==> src/rtl/array_result_collector.sv <==
// array_result_collector
//   Drains the per-column output controllers of the systolic array in
//   column-major order (column 0 rows 0..ROWS-1, then column 1, ...) and
//   packs the words into a small FIFO. The FIFO head is presented as a
//   valid/ready stream with an end-of-tile marker.
//
//   Optional build macro: COLLECT_TAG_EN adds m_col/m_row origin tags
//   to every FIFO entry and drives them alongside m_data.
//
// Ports
//   clk        clock
//   rstn       synchronous active-low reset
//   col_r      head result of each column; column c occupies
//              col_r[c*OUTWIDTH +: OUTWIDTH]
//   col_v      head valid, bit c for column c
//   col_rread  one-cycle read strobe, bit c for column c
//   m_data     stream data (FIFO head)
//   m_valid    stream valid
//   m_ready    stream ready
//   m_last     final result of a tile (col COLS-1, row ROWS-1)
//   busy       tile in progress
//   m_col      (COLLECT_TAG_EN) source column of m_data
//   m_row      (COLLECT_TAG_EN) source row of m_data
module array_result_collector #(
  parameter int ROWS       = 8,
  parameter int COLS       = 8,
  parameter int OUTWIDTH   = 32,
  parameter int FIFO_DEPTH = 4
) (
  input  logic                     clk,
  input  logic                     rstn,
  input  logic [COLS*OUTWIDTH-1:0] col_r,
  input  logic [COLS-1:0]          col_v,
  output logic [COLS-1:0]          col_rread,
  output logic [OUTWIDTH-1:0]      m_data,
  output logic                     m_valid,
  input  logic                     m_ready,
  output logic                     m_last,
  output logic                     busy
`ifdef COLLECT_TAG_EN
  ,
  output logic [$clog2(COLS)-1:0]  m_col,
  output logic [$clog2(ROWS)-1:0]  m_row
`endif
);

  localparam int CW = $clog2(COLS);
  localparam int RW = $clog2(ROWS);
  localparam int PW = $clog2(FIFO_DEPTH);
  localparam int NW = PW + 1;

  logic [CW-1:0]       r_cur_col;
  logic [RW-1:0]       r_row_cnt;
  logic [PW-1:0]       r_wptr;
  logic [PW-1:0]       r_rptr;
  logic [NW-1:0]       r_count;
  logic                r_busy;
  logic [OUTWIDTH-1:0] r_mem_data [FIFO_DEPTH];
  logic                r_mem_last [FIFO_DEPTH];
`ifdef COLLECT_TAG_EN
  logic [CW-1:0]       r_mem_col  [FIFO_DEPTH];
  logic [RW-1:0]       r_mem_row  [FIFO_DEPTH];
`endif

  logic [OUTWIDTH-1:0] w_col_word [COLS];
  logic                w_full;
  logic                w_take;
  logic                w_pop;
  logic                w_tile_end;
  logic                w_tile_start;

  for (genvar g = 0; g < COLS; g++) begin : g_split
    assign w_col_word[g] = col_r[g*OUTWIDTH +: OUTWIDTH];
  end

  // A full FIFO blocks the push even when a pop happens in the same cycle.
  assign w_full       = (r_count == NW'(FIFO_DEPTH));
  // Strobes are suppressed while reset is asserted.
  assign w_take       = rstn && col_v[r_cur_col] && !w_full;
  assign w_pop        = m_valid && m_ready;
  assign w_tile_end   = (r_cur_col == CW'(COLS-1)) && (r_row_cnt == RW'(ROWS-1));
  assign w_tile_start = (r_cur_col == '0) && (r_row_cnt == '0);

  always_comb begin
    col_rread            = '0;
    col_rread[r_cur_col] = w_take;
  end

  // Storage is cleared on reset so the head reads back as zero.
  assign m_valid = (r_count != '0);
  assign m_data  = r_mem_data[r_rptr];
  assign m_last  = r_mem_last[r_rptr];
  assign busy    = r_busy;
`ifdef COLLECT_TAG_EN
  assign m_col   = r_mem_col[r_rptr];
  assign m_row   = r_mem_row[r_rptr];
`endif

  always_ff @(posedge clk) begin
    if (!rstn) begin
      r_cur_col <= '0;
      r_row_cnt <= '0;
      r_wptr    <= '0;
      r_rptr    <= '0;
      r_count   <= '0;
      r_busy    <= 1'b0;
      for (int unsigned i = 0; i < FIFO_DEPTH; i++) begin
        r_mem_data[i] <= '0;
        r_mem_last[i] <= 1'b0;
`ifdef COLLECT_TAG_EN
        r_mem_col[i]  <= '0;
        r_mem_row[i]  <= '0;
`endif
      end
    end else begin
      if (w_take) begin
        r_mem_data[r_wptr] <= w_col_word[r_cur_col];
        r_mem_last[r_wptr] <= w_tile_end;
`ifdef COLLECT_TAG_EN
        r_mem_col[r_wptr]  <= r_cur_col;
        r_mem_row[r_wptr]  <= r_row_cnt;
`endif
        r_wptr    <= r_wptr + 1'b1;
        r_row_cnt <= r_row_cnt + 1'b1;
        if (r_row_cnt == RW'(ROWS-1)) begin
          r_cur_col <= r_cur_col + 1'b1;
        end
      end
      if (w_pop) begin
        r_rptr <= r_rptr + 1'b1;
      end
      case ({w_take, w_pop})
        2'b10:   r_count <= r_count + 1'b1;
        2'b01:   r_count <= r_count - 1'b1;
        default: r_count <= r_count;
      endcase
      // Start of a new tile takes priority over the end of the previous one.
      if (w_pop && m_last) begin
        r_busy <= 1'b0;
      end
      if (w_take && w_tile_start) begin
        r_busy <= 1'b1;
      end
    end
  end

endmodule

==> config.mk <==
export PLATFORM = sky130hd
export DESIGN_NAME = array_result_collector
export DESIGN_NICKNAME = d
export VERILOG_FILES = /design/src/rtl/array_result_collector.sv
export SDC_FILE = /design/constraint.sdc
export NUM_CORES = 1
export LEC_CHECK = 0
export BUFFER_PORTS_ARGS = -buffer_cell sky130_fd_sc_hd__buf_4
export CORE_AREA = 2 2 147 135
export CTS_CLUSTER_DIAMETER = 200
export DETAILED_ROUTE_END_ITERATION = 16
export DIE_AREA = 0 0 149 137
export PLACE_DENSITY = 0.7
export SLEW_MARGIN = 20
export SYNTH_ARGS = -nofsm -noshare
export SYNTH_HDL_FRONTEND = slang
export SYNTH_SLANG_ARGS = --single-unit
==> constraint.sdc <==
create_clock -name clk -period 5.3 [get_ports clk]
set_input_delay 0.265 -clock clk [delete_from_list [all_inputs] [get_ports clk]]
set_output_delay 0.265 -clock clk [all_outputs]
set_load 0.05 [all_outputs]
==> run_results.csv <==
group,metric,value,unit
outcome,outcome,"completed",
global_route,grt_pass1_wl,39100,um
timing,period_needed,3.76,ns
synthesis,ys_seq_area_share,51.1,%
die,core,0.0189,mm2
critical_path,reg2reg_slack,1.54,ns
hold_path,hold_depth,3,
synthesis,synth_seq_cells,148,
power,leakagePower,4.56,nW
placement,place_worst_setup_slack,1.61,ns
detailed_routing,avgRoutedWirePerCell,21.4,um
critical_path,cp-end-kind,"flop",
global_route,antenna_found_initial,0,
die,dieArea,0.0204,mm2
die,start_util,44.1,%
detailed_routing,final_antenna_net_count,0,
clock_network,cts_tree,"yes",
global_route,grt_pass1_vias,7069,
timing,skew,0.00663,ns
global_route,grt_start_max_net_pins,56,
placement,gp_congestion,0.947,
clock_network,cts.repair.resized,0,
finish,drive_gt1_share,45.7,%
detailed_routing,wirelength,26600,um
critical_path,worstReg2RegEnd,"r_mem_data[3][6]",
timing,totalNegativeSetupSlack,0,ns
synthesis,yosys.cell_types.count,44,
clock_network,cts-htree-levels,4,
clock_network,cts_made_buffers,17,
finish,syn2layout_area_growth,36.4,%
critical_path,cp-start-kind,"flop",
clock_network,clkSlewWorstSetupHoldPaths,0.06,ns
detailed_routing,first_iter_violations,514,
timing,rsz0062_at_grt,"false",
synthesis,synth_commonest_cells,"nor2_1, edfxtp_1, mux2i_1",
clock_network,postCtsHoldBufs,0,
synthesis,netlist_area,0.00832,mm2
timing,fin_ws,1.54,ns
critical_path,r2r-start,"r_cur_col[2]",
synthesis,syn_area_per_cell,11.9,um2
clock_network,clk_latency,0.42,ns
hold_path,min_path_type,"in -> reg",
synthesis,netlist.area_leader.share,46.5,%
clock_network,post_cts_buffers,0,
clock_network,cts_sinks,148,
critical_path,crit_arrival,3.87,ns
die,die_w,149,um
global_route,track_usage,26.2,%
synthesis,synth_edf_count,129,
critical_path,critPathMaxFanout,40,
synthesis,synth_area_leaders,"edfxtp_1, mux4_2, mux2i_1, nor2_1, dfxtp_1",
synthesis,ys.warnings.count,0,
placement,io_buffers,309,
global_route,grt.overflow.total,0,
hold_path,hold_end,"r_cur_col[0]",
timing,fin_crit_sh,71.0,%
synthesis,synth-async-reset-ratio,0,%
die,die_h,137,um
finish,fin_area,0.0114,mm2
timing,hold_viol_final,0,
synthesis,syn_nets,974,
placement,place_area,0.0108,mm2
finish,post-route-util,60.2,%
synthesis,yosysMostFrequentCell,"nor2_1",
critical_path,r2r_cells,7,
power,ir_drop,0.000242,V
clock_network,cts.path.max_buffers,2,
timing,fmax,0.266,GHz
detailed_routing,drc_errors,0,
detailed_routing,num_vias,6945,
die,row_count,48,
synthesis,yosys.area.top_type,"edfxtp_1",
clock_network,root_buffer,"clkbuf_16",
placement,hpwlAfterDp,18800,um
job,drv_cap,0,
detailed_routing,first_pass_iters,5,
synthesis,synthCells,699,
finish,nets,1253,
die,ios,310,
timing,max_slew.worst_pin.slew,0.970,ns
timing,slew_headroom,35.1,%
synthesis,synth_flop_cell,"edfxtp_1",
timing,finalSetupViolCount,0,
timing,maxSlewViolCount,0,
power,power.density,345,mW/mm2
critical_path,worst-setup-path-type,"reg -> reg",
critical_path,cp.required,5.41,ns
detailed_routing,avgViaCountPerCell,5.60,
finish,diodes,0,
hold_path,min_from,"rstn",
[stage by stage]
step / instances / total power, mW / hold WS, ns
after floorplan: 699 / 2.32 / 0.444
after global placement: 1209 / 2.77 / 0.454
after detailed placement: 1209 / 2.78 / 0.464
after CTS: 1241 / 3.95 / 0.230
after global routing: 1241 / 4.07 / 0.265
final: 1241 / 3.92 / 0.248
[worst max-delay path: stages, from the launching register on]
cell	delay, ns
dfxtp_2	0.75
nand3b_1	0.61
o22ai_1	0.36
a211o_2	0.22
nand2b_2	0.14
buf_4	0.32
o21ai_4	0.62
buf_4	0.38
[worst max path at each step]
stage	end	startpoint	cells after the start	slack, ns
2_1_floorplan	r_mem_data[3][0]	r_cur_col[2]	7	1.22
3_3_place_gp	r_mem_data[3][20]	r_cur_col[2]	7	1.70
3_5_place_dp	r_mem_data[3][17]	r_cur_col[2]	7	1.61
4_1_cts	r_mem_data[3][4]	r_cur_col[2]	7	1.60
5_1_grt	r_mem_data[3][17]	r_cur_col[2]	7	1.33
6_report	r_mem_data[3][6]	r_cur_col[2]	7	1.54
[flip-flops by register name, indices dropped and copies added (netlist names), named ones only]
signal and count:
busy 1, r_cur_col 3, r_mem_data 128, r_rptr 2
r_row_cnt 3, r_wptr 2, r_mem_last 4, r_count 3
[cells by family after synthesis]
| group | Yosys count | share of synthesized area, % |
|---|---|---|
| xor+xnor | 4 | 0.421 |
| buf+inv | 77 | 4.19 |
| simple gates | 234 | 12.6 |
| flops | 148 | 51.1 |
| fa+ha+maj | 8 | 1.29 |
| mux | 115 | 20.6 |
| compound gates | 113 | 9.73 |
[layout by cell type (no fill, tap or decap), types with 4 or more instances in the layout]
cell type  netlist  layout
o21ai_0          8       7
a21oi_1         13      13
clkinv_2         0       4
nor2_2          29      29
and2_1           5       5
mux4_2          43      43
nor2b_1          7       7
a221o_1          8       8
nand3_1          4       4
a211oi_1        22      22
clkinv_1         0       4
nor2_1         132     132
edfxtp_1       129     129
o22ai_1         32      32
o22a_1          10      10
mux2_2          22      22
dfxtp_1         19      14
buf_4            4     319
nand2_1         30      27
mux2i_1         50      50
clkbuf_16        0      17
ha_1             7       7
nor3_1          10      10
inv_1           18      18
o221ai_1        12      12
[metal layers]
metal  global-route usage [%]  vias to the layer above  routed length, um
li1                         -                     3188                  -
met1                     32.9                     3343              10600
met5                        0                        -                  0
met2                     43.7                      367              12900
met4                     8.57                        0                598
met3                     7.63                       47               2470
[area by class of cell]
cell class | instances | area [um2]
Inverter | 18 | 67.6
Clock inverter | 13 | 140
Fill cell | 1600 | 7500
Timing Repair Buffer | 319 | 2390
Sequential cell | 148 | 4270
Tap cell | 250 | 313
Clock buffer | 19 | 433
Multi-Input combinational cell | 474 | 3740
[where the power goes]
part / switching, mW / internal [mW] / leakage (nW)
combinational: 0.763 / 0.519 / 2.78
sequential: 0.0564 / 1.40 / 1.50
clock: 0.451 / 0.729 / 0.276
total: 1.27 / 2.65 / 4.56
No activity file was read; power rests on OpenSTA's default activity.
